==> src/rtl/id_ex_stage.sv <==
// ID/EX pipeline register with load-use hazard detection, stall FSM and bubble insertion.
// Optional stall-cycle performance counter enabled by defining HAZARD_PERF_CNT_EN.
module id_ex_stage #(
    parameter int DATA_W   = 32,
    parameter int LOAD_LAT = 1
) (
    input  logic              clk,
    input  logic              rst_n,
    input  logic              IF_ID_Valid,
    input  logic [4:0]        IF_ID_Rs1,
    input  logic [4:0]        IF_ID_Rs2,
    input  logic [4:0]        IF_ID_Rd,
    input  logic [7:0]        IF_ID_Ctrl,
    input  logic [3:0]        IF_ID_Funct,
    input  logic [DATA_W-1:0] IF_ID_RD1,
    input  logic [DATA_W-1:0] IF_ID_RD2,
    input  logic [DATA_W-1:0] IF_ID_Imm,
    input  logic [DATA_W-1:0] IF_ID_PC,
    input  logic              flush,
    input  logic              ex_busy,
    output logic [4:0]        ID_EX_Rs1,
    output logic [4:0]        ID_EX_Rs2,
    output logic [4:0]        ID_EX_Rd,
    output logic [7:0]        ID_EX_Ctrl,
    output logic [3:0]        ID_EX_Funct,
    output logic [DATA_W-1:0] ID_EX_RD1,
    output logic [DATA_W-1:0] ID_EX_RD2,
    output logic [DATA_W-1:0] ID_EX_Imm,
    output logic [DATA_W-1:0] ID_EX_PC,
    output logic              PCWrite,
`ifdef HAZARD_PERF_CNT_EN
    output logic [31:0]       stall_cycles,
`endif
    output logic              IF_ID_Write
);

    localparam logic [3:0] LAT_M1 = 4'(LOAD_LAT - 1);

    typedef enum logic {RUN = 1'b0, STALL = 1'b1} state_t;

    typedef struct packed {
        logic [4:0]        rs1;
        logic [4:0]        rs2;
        logic [4:0]        rd;
        logic [7:0]        ctrl;
        logic [3:0]        funct;
        logic [DATA_W-1:0] rd1;
        logic [DATA_W-1:0] rd2;
        logic [DATA_W-1:0] imm;
        logic [DATA_W-1:0] pc;
    } idex_t;

    state_t     state_q, state_d;
    logic [3:0] cnt_q, cnt_d;
    idex_t      idex_q, idex_d;
    idex_t      in_pkt;
    logic       hazard;
    logic       stall;

    assign in_pkt = '{rs1: IF_ID_Rs1, rs2: IF_ID_Rs2, rd: IF_ID_Rd, ctrl: IF_ID_Ctrl,
                      funct: IF_ID_Funct, rd1: IF_ID_RD1, rd2: IF_ID_RD2,
                      imm: IF_ID_Imm, pc: IF_ID_PC};

    // Rs2 is compared for every format on purpose: a spurious stall is harmless.
    assign hazard = IF_ID_Valid & idex_q.ctrl[6] & (idex_q.rd != 5'd0) &
                    ((idex_q.rd == IF_ID_Rs1) | (idex_q.rd == IF_ID_Rs2));

    assign stall = rst_n & ~flush &
                   (ex_busy | ((state_q == RUN) & hazard) | (state_q == STALL));

    always_comb begin
        idex_d  = idex_q;
        state_d = state_q;
        cnt_d   = cnt_q;
        if (flush) begin
            idex_d  = '0;
            state_d = RUN;
            cnt_d   = '0;
        end else if (!ex_busy) begin
            if (state_q == STALL) begin
                idex_d = '0;
                cnt_d  = cnt_q - 4'd1;
                if (cnt_q == 4'd1) state_d = RUN;
            end else if (hazard) begin
                idex_d = '0;
                if (LOAD_LAT > 1) begin
                    state_d = STALL;
                    cnt_d   = LAT_M1;
                end
            end else begin
                idex_d = IF_ID_Valid ? in_pkt : '0;
            end
        end
    end

    always_ff @(posedge clk or negedge rst_n) begin
        if (!rst_n) begin
            state_q <= RUN;
            cnt_q   <= '0;
            idex_q  <= '0;
        end else begin
            state_q <= state_d;
            cnt_q   <= cnt_d;
            idex_q  <= idex_d;
        end
    end

`ifdef HAZARD_PERF_CNT_EN
    logic [31:0] stall_cycles_q, stall_cycles_d;

    always_comb begin
        stall_cycles_d = stall_cycles_q;
        if (stall && (stall_cycles_q != 32'hFFFF_FFFF)) stall_cycles_d = stall_cycles_q + 32'd1;
    end

    always_ff @(posedge clk or negedge rst_n) begin
        if (!rst_n) stall_cycles_q <= '0;
        else        stall_cycles_q <= stall_cycles_d;
    end

    assign stall_cycles = stall_cycles_q;
`endif

    assign ID_EX_Rs1   = idex_q.rs1;
    assign ID_EX_Rs2   = idex_q.rs2;
    assign ID_EX_Rd    = idex_q.rd;
    assign ID_EX_Ctrl  = idex_q.ctrl;
    assign ID_EX_Funct = idex_q.funct;
    assign ID_EX_RD1   = idex_q.rd1;
    assign ID_EX_RD2   = idex_q.rd2;
    assign ID_EX_Imm   = idex_q.imm;
    assign ID_EX_PC    = idex_q.pc;
    assign PCWrite     = ~stall;
    assign IF_ID_Write = ~stall;

endmodule

==> config.mk <==
export PLATFORM = sky130hd
export DESIGN_NAME = id_ex_stage
export DESIGN_NICKNAME = d
export VERILOG_FILES = /design/src/rtl/id_ex_stage.sv
export SDC_FILE = /design/constraint.sdc
export NUM_CORES = 1
export LEC_CHECK = 0
export CAP_MARGIN = 20
export CELL_PAD_IN_SITES_DETAIL_PLACEMENT = 1
export CELL_PAD_IN_SITES_GLOBAL_PLACEMENT = 2
export CORE_UTILIZATION = 35
export DETAILED_ROUTE_END_ITERATION = 8
export DONT_BUFFER_PORTS = 1
export HOLD_SLACK_MARGIN = 0.1
export PLACE_DENSITY = 0.87
export SLEW_MARGIN = 10
export SYNTH_ARGS = -nofsm -noshare
export SYNTH_HDL_FRONTEND = slang
export SYNTH_SLANG_ARGS = --single-unit
==> constraint.sdc <==
create_clock -name clk -period 2.09 [get_ports clk]
set_input_delay 0.209 -clock clk [delete_from_list [all_inputs] [get_ports clk]]
set_output_delay 0.209 -clock clk [all_outputs]
set_load 0.01 [all_outputs]
# Word-level counts from Yosys, hierarchy flattened
# Cells that the tools add are included.
# Widths: inputs -> output; s select.
# totals
in_bits	160
out_inout_bits	157
ff_bits	160
wordCells	43
# classes
n_mux	12
reduce_logical	3
n_addsub	1
n_bitwise	12
eq_ne	4
# ops
operator	count
$mux 155	5
$mux 4	3
$eq 5x5->1	2
$and 1x1->1	6
$reduce_bool 5->1	1
$eq 4x1->1 const B	1
$mux 1	4
$sub 4x1->4 const B	1
$not 1->1	3
$or 1x1->1	3
$ne 2x2->1 const B	1
$reduce_and 2->1	1
$reduce_bool 2->1	1

# Depth between registers and ports, before layout
# Gate-level depths: netlist of the first run.
# depth
word_depth	8
ltp_mapped	7

# Worst setup path before layout of the first run
# OpenSTA, ideal clock, no wires.
# synth_path
path_kind	register to output
from	register idex_q (netlist bit ID_EX_Rd[1])
to	output port PCWrite
path_slack_ps	-85
arrival_ps	1966
path_stages_with_launch	8
path_cell_list	dfrtp_1 -> or4_1 -> o211ai_2 -> buf_4 -> buf_4 -> nor2_1 -> a21oi_1 -> buf_4
# synth_via
elab_chain_cells	8
# synth_lines
item	line_no	source
start, declared	55	idex_t idex_q, idex_d;
start signal, assigned	104	idex_q <= idex_d;
$eq 5x5->1 / $reduce_bool 5->1 (equally long branches)	66, 65	
$or 1x1->1 / $and 1x1->1 (equally long branches)	66, 65	
$and 1x1->1 (*)	65	assign hazard = IF_ID_Valid & idex_q.ctrl[6] & (idex_q.rd != 5'd0) &
$and 1x1->1 (*)	69	(ex_busy | ((state_q == RUN) & hazard) | (state_q == STALL));
$or 1x1->1 (*) (2 in series)	69	
$and 1x1->1 (*)	68	assign stall = rst_n & ~flush &
$not 1->1 (*)	--	
end, declared	30	output logic PCWrite,
# Every way passes the cells marked *; elsewhere a longest branch is shown, timed or not.

# Worst setup path in the final report of the first run
# layout_path
from	register idex_q (netlist bit ID_EX_Rd[1])
to	output port IF_ID_Write
# layout_via
elab_chain_cells	8
# layout_lines
item	line_no	source
$eq 5x5->1 / $reduce_bool 5->1 (equally long branches)	66, 65	
$or 1x1->1 / $and 1x1->1 (equally long branches)	66, 65	
$and 1x1->1 (*)	65	
$and 1x1->1 (*)	69	
$or 1x1->1 (*) (2 in series)	69	
$and 1x1->1 (*)	68	
$not 1->1 (*)	134	assign IF_ID_Write = ~stall;
end, declared	34	output logic IF_ID_Write
# Marks and branches as above.

==> metrics.cfg, run 1 <==
[grt]
grt_usage_pct=25.3
grt-ovfl-total=0
grt_pass1_wl_mm=43.2
antenna_found_initial=2
grt_max_degree=162
grt_pass1_vias=7722

[timing]
finClkSkew_ns=0.0129
max_freq_mhz=477
relSlewSlack_pct=72.0
rsz0062_at_grt=true
setup_viol=2
min_period_ns=2.10
setup_slack_ns=-0.00804
tightestPinTransition_ns=0.420
whs_ns=-0.513
period_share_pct=100
hold_violations=160
finalMaxSlewViolations=0

[floorplanning]
core_area_um2=20600
die-area_um2=21900
initial_core_util_pct=36.2
row_count=52
ios=317
die_w_um=148
die_height_um=148

[final_layout]
utilization_pct=49.5
area_growth_pct=36.7
drive_gt1_share_pct=9.06
final_nets=1043
fill_cells=2171
instances_no_fill=1166

[power]
p_comb_share_pct=13.4
power.density_nw_per_um2=757
internal_power_w=0.00544
power.total_w=0.00771
pwr-share-seq_pct=46.9
p_sw_share_pct=29.4
switching_power_w=0.00227
p_clk_share_pct=39.7
leakage_nw=4.02
irDropWorstVdd_mv=0.486

[worst_setup_path]
critical_path_arrival_ns=1.89
ff2ff_path_depth=7
startpoint_type=flip-flop
path_class=reg -> out
crit_fanout=2
cp_cell_sequence=or4_4 -> o211ai_4 -> nor2_2 -> a21oi_4
cpMaxStageDelayCell=or4_4
endpoint_kind=output port
crit_required_ns=1.88
rrSetupSlack_ns=0.05
critPathMaxStageDelay_ns=0.56

[logic_synthesis]
syn_nets=916
ys_warn_count=0
synth_cell_types=27
synth_top_area_cell=dfrtp_1
synth-seq-cells=160
yosys-top-cells-area=dfrtp_1 (54%), a32oi_1 (18%), o21ai_1 (9.8%)
syn_area_um2=7450
syn_avg_cell_area_um2=9.88
yosysSeqAreaShare_pct=53.8
synth_top_area_share_pct=53.8
syn_inst=754

[placement]
dp_cells=966
dp_hpwl_mm=15.4
port_buffers=0
place.gp.congestion=0.798

[clock_network]
clk_path_buf_depth=2
path_clk_slew_ns=0.07
clock-sinks=160
insertion_delay_ns=0.41
numCtsBuffers=17
cts_tree=done
root_buffer=clkbuf_16
htreeDepth=4
hold_buffers=157

[drt]
drt_iter0_markers=317
drc=0
routed-wl-met2_mm=14.7
dr.pass1.iters=4
dr_total_vias=7116
wirelength_mm=29.1
highest_layer=met4
met3WireLength_mm=2.62
viasPerCell=6.10
wl_met1_mm=11.0
wire_per_inst_um=25.0
ant_nets=0

[job]
cap_violations=0

[outcome]
outcome=finished, violations left
failed_checks=negative hold slack, negative setup slack

[hold_path]
hp-class=in -> async

==> final timing paths <==
path,end,startpoint
worst max-delay path,IF_ID_Write,ID_EX_Rd[1]
worst min-delay path,ID_EX_Imm[1],rst_n
worst max register to register,ID_EX_RD2[18],ID_EX_Rd[1]
worst min register to register,ID_EX_RD2[14],ID_EX_RD2[14]
max in group asynchronous,ID_EX_Rd[0],rst_n
min in group clk,ID_EX_RD1[6],flush
==> synthesized netlist by cell type (all sizes together) <==
library cell,count
dfrtp,160
clkbuf,59
o22ai,1
o21ai,155
xor2,2
xnor2,11
buf,28
nor3b,1
o211ai,1
nand2,159
ha,2
a32oi,155
nor3,1
nand3,2
or4,1
inv,2
a211oi,1
a21oi,1
nor4b,2
nor2b,2
nand2b,1
nor2,7
==> metal layers <==
metal | up-vias | track usage, %
li1 | 3114 | -
met1 | 3575 | 27.9
met2 | 361 | 45.1
met3 | 66 | 8.49
met4 | 0 | 9.33
met5 | - | 0
==> critical path, delay by kind of cell, from the launching register on <==
kind	cells	cell delay [ns]
simple gates	2	0.64
compound gates	2	0.44
flops	1	0.40
==> power groups by stage <==
stage | Combinational [W] | Sequential [W] | Clock [W]
floorplan | 0.000456 | 0.00359 | 0
global placement | 0.000573 | 0.00365 | 0
detailed placement | 0.000625 | 0.00366 | 0
CTS | 0.000957 | 0.00360 | 0.00311
global route | 0.00110 | 0.00364 | 0.00324
finish | 0.00103 | 0.00362 | 0.00306
==> cell families (layout without fill, tap and decap cells) <==
family                   count (synthesis)  after routing  synth area share (%)
AND/OR/NAND/NOR                        176            176                  9.34
XOR/XNOR                                13             13                  1.53
other                                    0              2                     0
AO/OA/AOI/OAI                          314            314                  29.1
buffers and inverters                   89            229                  5.95
adder cells (fa/ha/maj)                  2              2                 0.336
flip-flops                             160            160                  53.8
==> registers in the layout, indices dropped and copies added (netlist names) <==
| signal | count |
|---|---|
| ID_EX_RD1 | 32 |
| ID_EX_Rd | 5 |
| cnt_q | 4 |
| ID_EX_RD2 | 32 |
| ID_EX_Rs2 | 5 |
| ID_EX_Rs1 | 5 |
| state_q | 1 |
| ID_EX_PC | 32 |
| ID_EX_Ctrl | 8 |
| ID_EX_Imm | 32 |
| ID_EX_Funct | 4 |
==> layout by cell type (no fill, tap or decap), types with 2 or more instances in the layout <==
cell / count
inv_6: 5
buf_6: 4
xor2_1: 2
clkbuf_8: 3
nand3_1: 2
dfrtp_1: 160
bufbuf_16: 2
o21ai_0: 7
clkinvlp_4: 5
buf_16: 3
buf_12: 9
xnor2_1: 11
a32oi_2: 2
clkbuf_16: 22
nor2_1: 6
clkinv_4: 2
dlygate4sd3_1: 157
o21ai_2: 2
a32oi_1: 153
ha_1: 2
nand2_1: 159
diode_2: 2
buf_4: 15
inv_1: 2
o21ai_1: 146
==> area by class of cell <==
cell class                      count  area [µm²]  area share (%)
Antenna cell                        2        5.00          0.0492
Clock buffer                       20         467            4.58
Clock inverter                     12        98.8           0.971
Inverter                            2        7.51          0.0737
Multi-Input combinational cell    505        3080            30.2
Sequential cell                   160        4000            39.3
Tap cell                          270         338            3.32
Timing Repair Buffer              195        2180            21.4
==> metrics by stage <==
stage | cell area, µm² | setup TNS (ns) | hold WS (ns) | setup WS, ns
after floorplan | 7450 | 0 | -0.0866 | 0.00465
after global placement | 7760 | 0 | -0.0828 | 0.215
after detailed placement | 7760 | 0 | -0.0834 | 0.0788
after CTS | 9990 | 0 | -0.539 | 0.00452
after global routing | 10200 | -0.133 | -0.543 | -0.0665
final | 10200 | -0.0161 | -0.513 | -0.00804
==> what timing repair did <==
item | CTS | global route
setup endpoints to repair | 2 | 90
resized for setup | 3 | 13
pin swaps | 4 | 3
cloned | 2 | 5
buffers inserted | 2 | 0
hold endpoints to repair | 320 | 160
No activity file was read; power rests on OpenSTA's default activity.
==> run 2: changes to the inputs <==
--- a/config.mk
+++ b/config.mk
@@ -5,14 +5,15 @@
 export SDC_FILE = /design/constraint.sdc
 export NUM_CORES = 1
 export LEC_CHECK = 0
+export ABC_AREA = 1
 export CAP_MARGIN = 20
 export CELL_PAD_IN_SITES_DETAIL_PLACEMENT = 1
 export CELL_PAD_IN_SITES_GLOBAL_PLACEMENT = 2
-export CORE_UTILIZATION = 35
+export CORE_UTILIZATION = 33
 export DETAILED_ROUTE_END_ITERATION = 8
 export DONT_BUFFER_PORTS = 1
 export HOLD_SLACK_MARGIN = 0.1
-export PLACE_DENSITY = 0.87
+export PLACE_DENSITY = 0.9
 export SLEW_MARGIN = 10
 export SYNTH_ARGS = -nofsm -noshare
 export SYNTH_HDL_FRONTEND = slang
==> run 2 against run 1 <==
  * Clock power hardly changed
  * Sequential power is 6.6% lower
  * Register-to-register slack improved by 0.36 ns
  * Largest cell class unchanged
  * The run ends with negative hold slack left
  * Non-clock buffer count shrank 31
  * Die area rose by 7.8%
  * Count of clock-buffer cells in the layout fell by 3
  * Wire length down 16%
==> metrics.cfg, run 2 <==
[clock_network]
clock-sinks=160  ; unchanged
root_buffer=clkbuf_16  ; unchanged
clk_path_buf_depth=2  ; unchanged
cts_tree=done  ; unchanged
hold_buffers=157  ; unchanged
path_clk_slew_ns=0.07  ; about the same
numCtsBuffers=17  ; unchanged
htreeDepth=4  ; unchanged
insertion_delay_ns=0.42  ; was 0.41 ns
post-cts-setup-buffers=0  ; was 2

[outcome]
outcome=finished, violations left  ; unchanged
failed_checks=negative hold slack  ; was negative hold slack, negative setup slack

[timing]
min_period_ns=1.95  ; was 2.10 ns
setup_slack_ns=0.144  ; was -0.00804 ns
finClkSkew_ns=0.0148  ; was 0.0129 ns
tightestPinTransition_ns=0.404  ; was 0.420 ns
hold_violations=160  ; unchanged
rsz0062_at_grt=false  ; was true
finalMaxSlewViolations=0  ; unchanged
relSlewSlack_pct=73.0  ; was 72.0%
period_share_pct=93.1  ; was 100%
setup_viol=0  ; was 2
setup_tns_ns=0  ; was -0.0161 ns
whs_ns=-0.518  ; was -0.513 ns
max_freq_mhz=514  ; was 477 MHz

[power]
p_comb_share_pct=8.9  ; was 13.4%
leakage_nw=5.85  ; was 4.02 nW
p_clk_share_pct=43.5  ; was 39.7%
power.total_w=0.00710  ; was 0.00771 W
p_sw_share_pct=27.8  ; was 29.4%
power.density_nw_per_um2=715  ; was 757 nW/µm²
switching_power_w=0.00197  ; was 0.00227 W
irDropWorstVdd_mv=0.384  ; was 0.486 mV
internal_power_w=0.00512  ; was 0.00544 W
pwr-share-seq_pct=47.6  ; was 46.9%

[worst_setup_path]
cp_cell_sequence=inv_1 -> nand2_1 -> nand2_1 -> nor2_1 -> nand3_1 -> nand2_1 -> nand2_4 -> nand2_1 -> nand2_2  ; was or4_4 -> o211ai_4 -> nor2_2 -> a21oi_4
rrSetupSlack_ns=0.41  ; was 0.05 ns
r2r-start=ID_EX_Rd[1]  ; unchanged
ff2ff_path_depth=10  ; was 7
critical_path_arrival_ns=1.74  ; was 1.89 ns
r2r-end=ID_EX_Funct[2]  ; was ID_EX_RD2[18]
crit_fanout=5  ; was 2
cp.buffers_inverters=1  ; was 0
endpoint_kind=output port  ; unchanged
cpMostUsedCell=nand2_1
cp-endpoint=IF_ID_Write  ; unchanged
worst-path-stages=9  ; was 4
startpoint=ID_EX_Rd[1]  ; unchanged
startpoint_type=flip-flop  ; unchanged
cpMaxStageDelayCell=dfrtp_2  ; was or4_4
path_class=reg -> out  ; unchanged
path_delay_family=simple AND/OR/NAND/NOR gates  ; unchanged
critPathMaxStageDelay_ns=0.45  ; was 0.56 ns
crit_required_ns=1.88  ; about the same

[placement]
port_buffers=0  ; unchanged
dp_cells=1301  ; was 966
post-place-ws_ns=0.394  ; was 0.0788 ns
dp_hpwl_mm=13.9  ; was 15.4 mm
place.gp.congestion=0.775  ; was 0.798

[logic_synthesis]
post-synth-top-count-cell=nand2_1  ; was dfrtp_1
syn_area_um2=7570  ; was 7450 µm²
synth_top_area_cell=dfrtp_1  ; unchanged
async_flop_share_pct=100  ; unchanged
synth-edff-count=0  ; unchanged
syn_avg_cell_area_um2=7.14  ; was 9.88 µm²
synth_cell_types=20  ; was 27
yosysSeqAreaShare_pct=52.9  ; was 53.8%
ys_warn_count=0  ; unchanged
synth_common_cells=nand2_1 (494), inv_1 (168), nor2_1 (165), dfrtp_1 (160), clkbuf_1 (26)  ; was dfrtp_1 (160), nand2_1 (159), a32oi_1 (155), o21ai_1 (146), clkbuf_1 (59)
ys.flop_type=dfrtp_1  ; unchanged
syn_inst=1061  ; was 754
syn_nets=1223  ; was 916
synth-seq-cells=160  ; unchanged
synth_top_area_share_pct=52.9  ; was 53.8%
yosys-top-cells-area=dfrtp_1 (53%), nand2_1 (24%), inv_1 (8.3%)  ; was dfrtp_1 (54%), a32oi_1 (18%), o21ai_1 (9.8%)

[final_layout]
drive_gt1_share_pct=4.15  ; was 9.06%
layout_commonest_cell=nand2_1  ; was dfrtp_1
instances_no_fill=1491  ; was 1166
final_nets=1354  ; was 1043
area_growth_pct=31.0  ; was 36.7%
layout_common_cells=nand2_1 (493), inv_1 (168), nor2_1 (164)  ; was dfrtp_1 (160), nand2_1 (159), dlygate4sd3_1 (157)

[drt]
dr_total_vias=6890  ; was 7116
viasPerCell=4.62  ; was 6.10
ant_nets=0  ; unchanged
drc=0  ; unchanged
dr.pass1.iters=4  ; unchanged
wirelength_mm=24.5  ; was 29.1 mm
wire_per_inst_um=16.4  ; was 25.0 µm
drt_iter0_markers=358  ; was 317

[floorplanning]
die-area_um2=23600  ; was 21900 µm²
initial_core_util_pct=33.6  ; was 36.2%
die_w_um=153  ; was 148 µm
die_height_um=153  ; was 148 µm
ios=317  ; unchanged
core_area_um2=22600  ; was 20600 µm²
row_count=55  ; was 52

[grt]
grt_pass1_wl_mm=39.5  ; was 43.2 mm
use_met2_pct=37.1  ; was 45.1%
antenna_found_initial=1  ; was 2
grt-ovfl-total=0  ; unchanged
grt_max_degree=162  ; unchanged
met3_usage_pct=6.79  ; was 8.49%
busiest_layer=met2  ; unchanged
grt_usage_pct=21.0  ; was 25.3%
gr-usage-met1_pct=23.4  ; was 27.9%
grt_pass1_vias=7565  ; was 7722

[job]
cap_violations=0  ; unchanged

[hold_path]
hp-class=in -> async  ; unchanged

==> run 2: changes by cell type after synthesis, moves of 3 or more <==
cell      delta
buf_4        -6
nor2_1     +158
xnor2_1      -9
nand3_1      +4
buf_6        +6
clkbuf_1    -33
buf_1        -3
o21ai_0      -6
inv_1      +166
nand2_1    +335
o21ai_1    -146
a32oi_1    -155
==> run 2: area by class of cell <==
cell class	instances	area, µm²
Tap cell	285	357
Clock inverter	15	145
Inverter	170	638
Fill cell	2770	12600
Sequential cell	160	4010
Antenna cell	1	2.50
Timing Repair Buffer	164	1710
Multi-Input combinational cell	679	2640
Clock buffer	17	425
==> run 2: per-stage QoR <==
step                hold slack, ns  area (µm²)  util [%]
finish                      -0.518        9920      44.0
global route                -0.551        9920      44.0
CTS                         -0.544        9910      43.9
detailed placement         -0.0833        7770      34.4
global placement           -0.0834        7770      34.4
floorplan                  -0.0866        7570         -
==> run 2: power groups by stage <==
stage / registers [W] / logic, W / clock network, W
after floorplan: 0.00339 / 0.000293 / 0
after global placement: 0.00343 / 0.000361 / 0
after detailed placement: 0.00343 / 0.000378 / 0
after CTS: 0.00337 / 0.000618 / 0.00318
after global routing: 0.00339 / 0.000705 / 0.00330
final: 0.00338 / 0.000632 / 0.00309
==> run 2: what timing repair did <==
action,in CTS,in global routing
endpoints found under the setup margin,2,2
gates resized for setup,1,5
endpoints found under the hold margin,319,160
==> run 2: routing by layer <==
layer,vias to the layer above,part of all wire (%),routed length (µm)
met3,40,7.5,1830
met2,248,50,12300
met5,-,0,0
met4,0,2.5,605
li1,3277,-,-
met1,3325,40,9740
==> run 2: worst min-delay path by stage <==
stage	startpoint	to	slack (ns)
5_1_grt	rst_n	ID_EX_RD1[0]	-0.55
3_3_place_gp	rst_n	ID_EX_RD1[0]	-0.08
2_1_floorplan	rst_n	ID_EX_Ctrl[0]	-0.09
6_report	rst_n	ID_EX_RD1[0]	-0.52
3_5_place_dp	rst_n	ID_EX_RD1[0]	-0.08
4_1_cts	rst_n	ID_EX_RD1[0]	-0.54
==> run 2: kinds of logic after synthesis <==
group,Yosys count,synth area share [%]
flip-flops,160,52.9
XOR/XNOR,2,0.231
AND/OR/NAND/NOR,668,33.3
AO/OA/AOI/OAI,7,0.529
buffers and inverters,222,12.8
adder cells (fa/ha/maj),2,0.330
==> run 2: worst reg2reg max path: stages, from the launching register on <==
cell,delay [ns]
dfrtp_2,0.47
inv_1,0.13
nand2_1,0.06
nand2_1,0.07
nor2_1,0.05
nand3_1,0.07
nand2_1,0.09
nand2_4,0.13
buf_12,0.26
nand2_1,0.18
nand2_1,0.11
